--- config.mk ---
export PLATFORM = sky130hd
export DESIGN_NAME = register_unit_n_flat
export DESIGN_NICKNAME = d
export VERILOG_FILES = /design/src/rtl/register_unit_n_if.sv /design/src/rtl/register_unit_n.sv /design/src/flat_wrapper.sv
export SDC_FILE = /design/constraint.sdc
export NUM_CORES = 1
export LEC_CHECK = 0
export CORE_ASPECT_RATIO = 1.4
export CORE_MARGIN = 2
export CORE_UTILIZATION = 30
export CTS_BUF_LIST = sky130_fd_sc_hd__clkbuf_16
export CTS_CLUSTER_SIZE = 10
export DETAILED_ROUTE_END_ITERATION = 6
export PLACE_DENSITY = 0.64
export SYNTH_ARGS = -nofsm -noshare
export SYNTH_HDL_FRONTEND = slang
export SYNTH_SLANG_ARGS = --single-unit
--- constraint.sdc ---
create_clock -name Clk -period 1.9 [get_ports Clk]
set_input_delay 0.475 -clock Clk [delete_from_list [all_inputs] [get_ports Clk]]
set_output_delay 0.475 -clock Clk [all_outputs]
set_load 0.01 [all_outputs]
--- src/rtl/register_unit_n_if.sv ---
// Bus bundle for the X:A:B shift-register unit: control/data inputs and
// register/handshake outputs, with master (controller) and slave (unit) views.
interface register_unit_n_if #(parameter int WIDTH = 8);
  localparam int CNT_W = $clog2(2*WIDTH+2);

  logic             Ld_A;
  logic             Ld_B;
  logic             Clear_XA;
  logic [WIDTH-1:0] D_A;
  logic [WIDTH-1:0] D_B;
  logic             Shift_En;
  logic             Dir;
  logic             Arith;
  logic             X_In;
  logic             Burst_Start;
  logic [CNT_W-1:0] Burst_Len;
  logic             X;
  logic [WIDTH-1:0] A;
  logic [WIDTH-1:0] B;
  logic             A_out;
  logic             B_out;
  logic             Busy;
  logic             Done;
  logic [CNT_W-1:0] Shift_Count;

  modport master (
    output Ld_A, Ld_B, Clear_XA, D_A, D_B, Shift_En, Dir, Arith, X_In,
           Burst_Start, Burst_Len,
    input  X, A, B, A_out, B_out, Busy, Done, Shift_Count
  );

  modport slave (
    input  Ld_A, Ld_B, Clear_XA, D_A, D_B, Shift_En, Dir, Arith, X_In,
           Burst_Start, Burst_Len,
    output X, A, B, A_out, B_out, Busy, Done, Shift_Count
  );
endinterface

--- src/rtl/register_unit_n.sv ---
// X:A:B shift-register unit: parallel load/clear, single-step and self-timed
// burst shifts over one (2*WIDTH+1)-bit path, with a Busy/Done handshake.
//
// state   | meaning
// S_IDLE  | accepts burst start, clear/loads, or a single shift step
// S_SHIFT | burst running, one shift per edge, counter counts down
// S_DONE  | one-cycle Done pulse, all requests ignored
module register_unit_n #(
  parameter int WIDTH = 8
) (
  input  logic               Clk,
  input  logic               Reset,
  register_unit_n_if.slave   bus
);
  localparam int CNT_W = $clog2(2*WIDTH+2);

  typedef enum logic [1:0] {
    S_IDLE  = 2'd0,
    S_SHIFT = 2'd1,
    S_DONE  = 2'd2
  } state_t;

  state_t           state_q, state_d;
  logic             x_q, x_d;
  logic [WIDTH-1:0] a_q, a_d;
  logic [WIDTH-1:0] b_q, b_d;
  logic [CNT_W-1:0] cnt_q, cnt_d;

  logic [2*WIDTH:0] path;
  logic [2*WIDTH:0] path_shifted;

  assign path = {x_q, a_q, b_q};

  always_comb begin
    if (bus.Dir) begin
      path_shifted = {path[2*WIDTH-1:0], bus.X_In};
    end else begin
      path_shifted = {(bus.Arith ? x_q : bus.X_In), path[2*WIDTH:1]};
    end
  end

  always_comb begin
    state_d = state_q;
    x_d     = x_q;
    a_d     = a_q;
    b_d     = b_q;
    cnt_d   = cnt_q;
    case (state_q)
      S_IDLE: begin
        if (bus.Burst_Start) begin
          if (bus.Burst_Len != '0) begin
            cnt_d   = bus.Burst_Len;
            state_d = S_SHIFT;
          end else begin
            state_d = S_DONE;
          end
        end else if (bus.Clear_XA || bus.Ld_A || bus.Ld_B) begin
          // any clear/load suppresses the single-step shift this cycle
          if (bus.Clear_XA) begin
            x_d = 1'b0;
            a_d = '0;
          end else if (bus.Ld_A) begin
            a_d = bus.D_A;
          end
          if (bus.Ld_B) begin
            b_d = bus.D_B;
          end
        end else if (bus.Shift_En) begin
          {x_d, a_d, b_d} = path_shifted;
        end
      end
      S_SHIFT: begin
        {x_d, a_d, b_d} = path_shifted;
        cnt_d = cnt_q - 1'b1;
        if (cnt_q == CNT_W'(1)) begin
          state_d = S_DONE;
        end
      end
      S_DONE: begin
        state_d = S_IDLE;
      end
      default: begin
        state_d = S_IDLE;
        cnt_d   = '0;
      end
    endcase
  end

  always_ff @(posedge Clk) begin
    if (!Reset) begin
      state_q <= S_IDLE;
      x_q     <= 1'b0;
      a_q     <= '0;
      b_q     <= '0;
      cnt_q   <= '0;
    end else begin
      state_q <= state_d;
      x_q     <= x_d;
      a_q     <= a_d;
      b_q     <= b_d;
      cnt_q   <= cnt_d;
    end
  end

  assign bus.X           = x_q;
  assign bus.A           = a_q;
  assign bus.B           = b_q;
  assign bus.A_out       = a_q[0];
  assign bus.B_out       = b_q[0];
  assign bus.Busy        = (state_q == S_SHIFT);
  assign bus.Done        = (state_q == S_DONE);
  assign bus.Shift_Count = cnt_q;
endmodule

--- src/flat_wrapper.sv ---
// flat-port wrapper written by rule: the top's interface ports become plain ports
module register_unit_n_flat 
#(
  parameter int WIDTH = 8
)
  (Clk, Reset, bus_Ld_A, bus_Ld_B, bus_Clear_XA, bus_D_A, bus_D_B, bus_Shift_En, bus_Dir, bus_Arith, bus_X_In, bus_Burst_Start, bus_Burst_Len, bus_X, bus_A, bus_B, bus_A_out, bus_B_out, bus_Busy, bus_Done, bus_Shift_Count);
  register_unit_n_if #(.WIDTH(WIDTH)) bus_i ();
  input  logic Clk;
  input  logic Reset;
  input wire logic [$bits(bus_i.Ld_A)-1:0] bus_Ld_A;
  input wire logic [$bits(bus_i.Ld_B)-1:0] bus_Ld_B;
  input wire logic [$bits(bus_i.Clear_XA)-1:0] bus_Clear_XA;
  input wire logic [$bits(bus_i.D_A)-1:0] bus_D_A;
  input wire logic [$bits(bus_i.D_B)-1:0] bus_D_B;
  input wire logic [$bits(bus_i.Shift_En)-1:0] bus_Shift_En;
  input wire logic [$bits(bus_i.Dir)-1:0] bus_Dir;
  input wire logic [$bits(bus_i.Arith)-1:0] bus_Arith;
  input wire logic [$bits(bus_i.X_In)-1:0] bus_X_In;
  input wire logic [$bits(bus_i.Burst_Start)-1:0] bus_Burst_Start;
  input wire logic [$bits(bus_i.Burst_Len)-1:0] bus_Burst_Len;
  output wire logic [$bits(bus_i.X)-1:0] bus_X;
  output wire logic [$bits(bus_i.A)-1:0] bus_A;
  output wire logic [$bits(bus_i.B)-1:0] bus_B;
  output wire logic [$bits(bus_i.A_out)-1:0] bus_A_out;
  output wire logic [$bits(bus_i.B_out)-1:0] bus_B_out;
  output wire logic [$bits(bus_i.Busy)-1:0] bus_Busy;
  output wire logic [$bits(bus_i.Done)-1:0] bus_Done;
  output wire logic [$bits(bus_i.Shift_Count)-1:0] bus_Shift_Count;
  assign bus_i.Ld_A = bus_Ld_A;
  assign bus_i.Ld_B = bus_Ld_B;
  assign bus_i.Clear_XA = bus_Clear_XA;
  assign bus_i.D_A = bus_D_A;
  assign bus_i.D_B = bus_D_B;
  assign bus_i.Shift_En = bus_Shift_En;
  assign bus_i.Dir = bus_Dir;
  assign bus_i.Arith = bus_Arith;
  assign bus_i.X_In = bus_X_In;
  assign bus_i.Burst_Start = bus_Burst_Start;
  assign bus_i.Burst_Len = bus_Burst_Len;
  assign bus_X = bus_i.X;
  assign bus_A = bus_i.A;
  assign bus_B = bus_i.B;
  assign bus_A_out = bus_i.A_out;
  assign bus_B_out = bus_i.B_out;
  assign bus_Busy = bus_i.Busy;
  assign bus_Done = bus_i.Done;
  assign bus_Shift_Count = bus_i.Shift_Count;
  register_unit_n #(.WIDTH(WIDTH)) u_core (.Clk(Clk), .Reset(Reset), .bus(bus_i));
endmodule
==> results of run 1 <==
## metal layers
metal | track usage [%] | vias up | share of wire, %
met2 | 26.79 | 28 | 53
met5 | 0 | - | 0
li1 | - | 762 | -
met4 | 4.167 | 0 | 0.72
met3 | 1.746 | 2 | 3.5
met1 | 16.16 | 725 | 42
## metrics by stage
step	utilization [%]	cells	TNS, ns	hold WS [ns]	instance area (sq um)
after global placement	44.85	302	-1.973	0.5007	2313
after global routing	46.40	305	0	0.5193	2394
after detailed placement	44.85	302	-2.299	0.4971	2313
final	46.40	305	0	0.5030	2394
after CTS	46.33	305	0	0.5104	2390
after floorplan	-	174	0	0.5117	1594
## synth_stat cells, types with 2 or more instances
library cell | count | area share [%]
a211oi_1 | 3 | 1.4
a21oi_1 | 5 | 1.6
a31o_1 | 2 | 1.1
buf_4 | 3 | 1.4
buf_6 | 3 | 2.1
clkbuf_1 | 4 | 0.94
dfxtp_1 | 24 | 30
ha_1 | 2 | 1.6
inv_1 | 14 | 3.3
mux2_1 | 2 | 1.4
mux2_2 | 6 | 4.2
mux2i_1 | 18 | 11
nand2_1 | 12 | 2.8
nand2b_1 | 3 | 1.2
nor2_1 | 2 | 0.47
nor2b_1 | 15 | 5.9
nor3_1 | 3 | 0.94
nor3b_1 | 2 | 0.94
o21ai_0 | 10 | 3.1
o22ai_1 | 8 | 3.1
o2bb2ai_1 | 8 | 4.4
o31ai_1 | 2 | 0.94
xnor2_1 | 2 | 1.1
## path summary, 6_finish.rpt
kind                            slack (ns)              start                        end  cells after the start
worst min register to register        0.50    u_core.bus.B[2]            u_core.bus.B[2]                      1
worst max register to register        0.37  u_core.state_q[0]  u_core.bus.Shift_Count[4]                      5
worst min-delay path                  0.50    u_core.bus.B[2]            u_core.bus.B[2]                      1
worst max-delay path                  0.05  u_core.state_q[0]                   bus_Busy                      2
## power by group through the flow
stage | Clock, uW | Sequential [uW] | Combinational (uW)
finish | 445 | 614 | 595
global route | 476 | 625 | 650
CTS | 455 | 615 | 601
detailed placement | 0 | 625 | 598
global placement | 0 | 624 | 593
floorplan | 0 | 632 | 321
## worst register-to-register path, stage by stage, from the launching register on
cell and delay (ns):
dfxtp_2 0.36, buf_4 0.20, or3_4 0.40, o221ai_4 0.19
a211oi_1 0.09, a31o_1 0.18
## kinds of logic after synthesis
group	after synthesis	synth area share, %
compound gates	50	24.65
xor+xnor	2	1.099
fa+ha+maj	2	1.570
buf+inv	25	8.084
flops	24	30.14
mux	26	16.95
simple gates	45	17.50
## flip-flops by register name, indices dropped and copies added (netlist names)
signal	flops
u_core.bus.B	8
u_core.bus.Shift_Count	5
u_core.bus.X	1
u_core.state_q	2
u_core.bus.A	8
## timing repair
action,CTS,global route
resized for setup,1,1
setup buffers,0,0
endpoints found under the setup margin,1,4
## final cells by class
class | instances | area, sq um
clock buffer | 3 | 75.07
fill | 526 | 2765
inverter | 14 | 52.55
multi-input combinational | 125 | 988.4
sequential | 24 | 481.7
tap | 66 | 82.58
timing repair buffer | 73 | 713.2
==> summary.txt, run 1 <==
Pwr
  • PwrDens: 691.1 nW/um^2
  • Net Sw Power: 475.8 uW
  • Clk pwr share: 26.9%
  • Switching Share: 28.76%
  • Power Total: 1654 uW
  • LEAKAGE: 0.0009288 uW
  • Worst IR Drop VDD: 0.4079 mV
  • Flop pwr share: 37.1%
  • Int Pwr: 1178 uW
  • Combinational Power Share: 36.0%

Logic synthesis
  • Synth warn: 0
  • Sequential fraction of the synthesis area: 30.14%
  • Post-synthesis async set-or-reset flop share: 0%
  • #FFs+latches synth: 24
  • Post-Syn Instances: 174
  • Number of flops mapped to enable cells by yosys: 0
  • Mean post-synth cell area: 9.161 sq um
  • Top FF cell, synth: dfxtp_1
  • Library cells used by synthesis: 44
  • Mapped cell area: 1594 sq um
  • Post-Syn Nets: 207

Drt
  • Pre-antenna DRT Iters: 4
  • Final WL: 4039 um
  • Via total after detailed routing: 1517
  • Drt initial violations: 38
  • WL per Instance: 13.24 um
  • Residual DRC: 0
  • ANT nets after route: 0
  • Vias per inst: 4.974

Final layout
  • Most frequent cells in the layout: clkdlybuf4s50_1, dfxtp_1, mux2i_1, nor2b_1, buf_4
  • # nets final: 274
  • Area Growth Syn to Fin: 50.16%
  • Ant diodes: 0
  • Commonest non-fill, non-tap cell in the layout: clkdlybuf4s50_1
  • Share of post-route cells with drive strength above 1: 15.06%

Timing
  • Hold Fails Final Rpt: 0
  • Maximum clock rate: 541.7 MHz
  • Minimum clock period: 1.846 ns
  • Slew headroom: 70.85%
  • RSZ-0062 raised after global routing: no
  • Fin. max-slew vios: 0
  • Worst Skew: 0.002498 ns
  • Final setup viols: 0
  • Slew at the pin closest to its max-slew limit: 0.4349 ns
  • Final WS setup: 0.05412 ns
  • Final Cycle Share: 97.15%

Clock network
  • CTS H-Tree Depth: 1
  • Clk sinks: 24
  • Maximum buffer depth of the clock tree: 2
  • Later-pin clock latency in the skew report: 0.25 ns
  • TritonCTS buffer count: 3
  • Clk root buf: clkbuf_16
  • Worst-path clk slew: 0.06 ns
  • Hold buffer count at CTS: 0
  • CTS tree: built

Place
  • Port bufs: 56
  • GP Congestion: 0.8034
  • Pre-CTS WS: -0.1361 ns
  • HPWL after DPL: 3181 um

Job
  • Max Cap Violations: 0

Worst hold path
  • Worst Hold Class: flip-flop to flip-flop

GRT
  • Initial antenna violation count: 0
  • Aggregate global-route resource usage: 14.22%
  • Total grt overflow: 0
  • First-pass GRT wire length: 6824 um
  • Vias in the first global route: 1529
  • Largest net degree at the start of global routing: 15

Critical path
  • CP max stage delay: 0.55 ns
  • Crit path buf inv count: 1
  • Top cell family by delay on the critical path: buffers and inverters
  • CP Cell Sequence: nor2b_4 > clkdlybuf4s50_1
  • CP Max Fanout: 7
  • Worst EP required: 1.42 ns
  • Worst EP arrival: 1.37 ns
  • Crit Path Class: flip-flop to output pin
  • Startpoint Class: flip-flop
  • CP max-delay cell: clkdlybuf4s50_1
  • Nature of the critical path endpoint: output pin

Run status
  • Status: finished, final reports clean

Die
  • Row count: 31
  • Core ar.: 5159 sq um
  • Die area: 5921 sq um
  • Chip height: 90.25 um
  • Initial Util: 30.90%
  • IO Pins: 57
  • Die X: 65.61 um
No activity file was read; power rests on OpenSTA's default activity.
==> inputs of run 2 (changes only) <==
Settings changed: REMOVE_ABC_BUFFERS set to 1.
==> summary.txt, run 2 (synthesis results as in run 1) <==
Run status
  • Status: finished, final reports clean

Critical path
  • CP Max Fanout: 4
  • Nature of the critical path endpoint: output pin
  • Crit Path Class: flip-flop to output pin
  • Worst EP required: 1.42 ns
  • Worst EP arrival: 1.35 ns
  • Startpoint Class: flip-flop

Final layout
  • Commonest non-fill, non-tap cell in the layout: clkdlybuf4s50_1
  • # fillers: 520
  • # nets final: 276
  • Finished Cell Area: 2407 sq um
  • Most frequent cells in the layout: clkdlybuf4s50_1, dfxtp_1, mux2i_1, buf_4, nor2b_1
  • Ant diodes: 0
  • Share of post-route cells with drive strength above 1: 14.88%
  • Fin cells: 308
  • Final core utilization: 46.67%
  • Area Growth Syn to Fin: 51.02%

Timing
  • Final setup viols: 0
  • Worst hold slack: 0.4990 ns
  • RSZ-0062 raised after global routing: no
  • Minimum clock period: 1.822 ns
  • Slew at the pin closest to its max-slew limit: 0.3942 ns
  • Slew headroom: 73.58%
  • Final Cycle Share: 95.92%
  • Fin. max-slew vios: 0
  • Maximum clock rate: 548.7 MHz
  • Final WS setup: 0.07759 ns
  • Worst Skew: 0.0008642 ns
  • Hold Fails Final Rpt: 0

Die
  • IO Pins: 57
  • Chip height: 90.25 um
  • Core ar.: 5159 sq um
  • Row count: 31
  • Die X: 65.61 um
  • Die area: 5921 sq um
  • Initial Util: 30.90%

Clock network
  • Clk root buf: clkbuf_16
  • CTS tree: built
  • CTS H-Tree Depth: 1
  • Post-CTS sizing: 0
  • Hold buffer count at CTS: 0
  • Clk sinks: 24
  • TritonCTS buffer count: 3
  • Post-CTS setup buffer count: 0
  • Maximum buffer depth of the clock tree: 2
  • Worst-path clk slew: 0.06 ns
  • Later-pin clock latency in the skew report: 0.26 ns

Place
  • HPWL after DPL: 3204 um
  • Pre-CTS WS: -0.1348 ns
  • Port bufs: 56
  • Placed Instance Area: 2328 sq um
  • Placed instance count: 304
  • GP Congestion: 0.8502

Worst hold path
  • Worst Hold Class: flip-flop to flip-flop

Pwr
  • Worst IR Drop VDD: 0.3156 mV
  • LEAKAGE: 0.0009389 uW
  • PwrDens: 698.0 nW/um^2

GRT
  • Total grt overflow: 0
  • First-pass GRT wire length: 6837 um
  • Initial antenna violation count: 0
  • Vias in the first global route: 1485
  • Largest net degree at the start of global routing: 27
  • Aggregate global-route resource usage: 14.40%

Drt
  • Final WL: 4169 um
  • ANT nets after route: 0
  • Drt initial violations: 76
  • Residual DRC: 0
  • Vias per inst: 5.026
  • WL per Instance: 13.54 um
  • Via total after detailed routing: 1548
  • Pre-antenna DRT Iters: 4

Job
  • Max Cap Violations: 0
==> run 2: cell types whose count changed in the layout (fill, tap and decap cells not counted), sizes merged <==
cell / delta
buf: +2
clkinv: +1
==> run 2: path summary, 6_finish.rpt <==
kind | startpoint | end | slack, ns | cells after the start
worst min-delay path | u_core.bus.B[6] | u_core.bus.B[6] | 0.50 | 1
worst min register to register | u_core.bus.B[6] | u_core.bus.B[6] | 0.50 | 1
worst max register to register | u_core.state_q[0] | u_core.bus.Shift_Count[4] | 0.41 | 5
worst max-delay path | u_core.state_q[0] | bus_Done | 0.08 | 3
==> run 2: cell type report <==
type / count / area, sq um / area share (%)
Multi-Input combinational cell: 125 / 984.7 / 40.90
Clock buffer: 3 / 75.07 / 3.119
Timing Repair Buffer: 75 / 728.2 / 30.25
Clock inverter: 1 / 3.754 / 0.1559
Tap cell: 66 / 82.58 / 3.430
Sequential cell: 24 / 480.5 / 19.96
Inverter: 14 / 52.55 / 2.183
==> run 2: critical path, cell delays in order, from the launching register on <==
cell,delay [ns]
dfxtp_1,0.33
nand2b_1,0.17
inv_1,0.06
clkdlybuf4s50_1,0.53
==> run 2: where the power goes <==
part           internal [uW]  total, uW  switching, uW
clock network            281        461            179
registers                554        612           57.9
logic                    352        608            255
==> run 2: stage by stage <==
stage | TNS, ns | power [uW]
floorplan | 0 | 916.1
global placement | -1.298 | 1229
detailed placement | -1.624 | 1234
CTS | 0 | 1703
global route | 0 | 1776
finish | 0 | 1680
==> run 2: per-layer routing <==
metal | vias to the layer above | track usage [%] | wire length (um)
met5 | - | 0 | 0
met4 | 0 | 4.167 | 51
met3 | 5 | 2.244 | 229
met2 | 45 | 24.32 | 2102
met1 | 730 | 18.66 | 1785
li1 | 768 | - | -
==> inputs of run 3 (changes only) <==
Settings changed: CORE_UTILIZATION 30 to 45, PLACE_DENSITY 0.64 to 0.87.
==> summary.txt, run 3 (synthesis results as in run 1) <==
Timing
  • RSZ-0062 raised after global routing: no
  • Worst Skew: 0.003144 ns
  • Final Cycle Share: 95.41%
  • Slew headroom: 71.49%
  • Slew at the pin closest to its max-slew limit: 0.4253 ns
  • Maximum clock rate: 551.6 MHz
  • Fin. max-slew vios: 0
  • Final setup viols: 0
  • Minimum clock period: 1.813 ns
  • Setup_tns: 0 ns
  • Hold Fails Final Rpt: 0

GRT
  • Total grt overflow: 0
  • Vias in the first global route: 1466
  • Initial antenna violation count: 0
  • Aggregate global-route resource usage: 20.74%
  • First-pass GRT wire length: 6375 um
  • Largest net degree at the start of global routing: 27

Job
  • Max Cap Violations: 0

Clock network
  • Maximum buffer depth of the clock tree: 2
  • Clk root buf: clkbuf_16
  • Later-pin clock latency in the skew report: 0.25 ns
  • CTS tree: built
  • Clk sinks: 24
  • Post-CTS setup buffer count: 0
  • CTS H-Tree Depth: 1
  • Worst-path clk slew: 0.06 ns
  • Hold buffer count at CTS: 0
  • TritonCTS buffer count: 3

Final layout
  • Most frequent cells in the layout: clkdlybuf4s50_1, dfxtp_1, mux2i_1, nor2b_1, inv_1
  • Area Growth Syn to Fin: 46.86%
  • Commonest non-fill, non-tap cell in the layout: clkdlybuf4s50_1
  • Share of post-route cells with drive strength above 1: 13.98%
  • Finished Cell Area: 2341 sq um
  • Area taken by multi-input logic gates: 996.0 sq um
  • FF/Latch Area: 481.7 sq um
  • # nets final: 270
  • Ant diodes: 0
  • # fillers: 274

Pwr
  • Net Sw Power: 479.5 uW
  • PwrDens: 706.0 nW/um^2
  • LEAKAGE: 0.0009182 uW
  • Power Total: 1653 uW
  • Switching Share: 29.01%
  • Clk pwr share: 27.1%
  • Worst IR Drop VDD: 0.5203 mV
  • Combinational Power Share: 35.8%
  • Int Pwr: 1173 uW
  • Flop pwr share: 37.1%

Place
  • Port bufs: 56
  • HPWL after DPL: 3096 um
  • Placed Instance Area: 2251 sq um
  • GP Congestion: 0.8361

Critical path
  • Worst EP arrival: 1.34 ns
  • Nature of the critical path endpoint: output pin
  • Worst EP required: 1.42 ns
  • Crit Path Class: flip-flop to output pin
  • Reg2reg setup slack: 0.35 ns
  • Startpoint Class: flip-flop
  • CP Max Fanout: 5

Die
  • Die area: 4041 sq um
  • Initial Util: 47.19%
  • Core ar.: 3378 sq um
  • Die X: 54.30 um
  • Chip height: 74.42 um
  • Row count: 25
  • IO Pins: 57

Drt
  • Top sig layer: met4
  • Drt initial violations: 33
  • Vias per inst: 5.529
  • Residual DRC: 0
  • Met1 wire length: 1625 um
  • WL per Instance: 14.38 um
  • ANT nets after route: 0
  • Met3 wire len: 190 um
  • Via total after detailed routing: 1526
  • Met2 routed WL: 2092 um
  • Final WL: 3970 um
  • Pre-antenna DRT Iters: 4

Worst hold path
  • Worst Hold Class: flip-flop to flip-flop

Run status
  • Status: finished, final reports clean
-- run 3: cell count changes in the layout (fill, tap and decap cells not counted) --
cell	delta
nand2b_4	+1
o21ai_2	+1
o21ai_1	-1
dlygate4sd2_1	+1
dfxtp_1	-1
clkdlybuf4s50_1	-1
dfxtp_2	+1
buf_4	-6
nand2b_1	-1
-- run 3: power by group through the flow --
stage	Combinational (uW)	Sequential [uW]	Clock (uW)
final	592	613	448
after detailed placement	591	621	0
after floorplan	272	644	0
after global routing	640	622	475
after global placement	577	621	0
after CTS	593	612	455
-- run 3: layout make-up --
| cell class | instances | area share [%] |
|---|---|---|
| clock buffer | 3 | 3.207 |
| clock inverter | 1 | 0.1603 |
| inverter | 14 | 2.245 |
| multi-input combinational | 125 | 42.54 |
| sequential | 24 | 20.58 |
| tap | 40 | 2.138 |
| timing repair buffer | 69 | 29.13 |
-- run 3: worst max-delay path, stage by stage, from the launching register on --
cell and delay, ns:
dfxtp_2 0.35, nand2b_4 0.16, inv_1 0.05, clkdlybuf4s50_1 0.53
-- run 3: what timing repair did --
action | 4_1_cts | 5_1_grt
gates cloned | 0 | 0
setup endpoints to repair | 1 | 2
resized for setup | 2 | 2
-- run 3: worst paths after layout --
path,startpoint,end,cells after the start
max,u_core.state_q[0],bus_Done,3
max reg2reg,u_core.state_q[0],u_core.bus.Shift_Count[4],5
min reg2reg,u_core.bus.B[5],u_core.bus.B[5],1
min,u_core.bus.B[5],u_core.bus.B[5],1
-- run 3: stage by stage --
step	util (%)	worst slack, ns	instances	hold WS [ns]
2_1_floorplan	-	0.3873	163	0.5117
3_3_place_gp	66.63	-0.09776	272	0.4890
3_5_place_dp	66.63	-0.1477	272	0.4937
4_1_cts	69.15	0.04790	276	0.5019
5_1_grt	69.30	0.03890	276	0.5248
6_report	69.30	0.08725	276	0.4953
-- run 3: per-layer routing --
layer,global-route usage (%),vias up
met1,23.85,715
met5,0,-
met3,2.209,6
met4,6.667,0
met2,38.55,48
li1,-,757
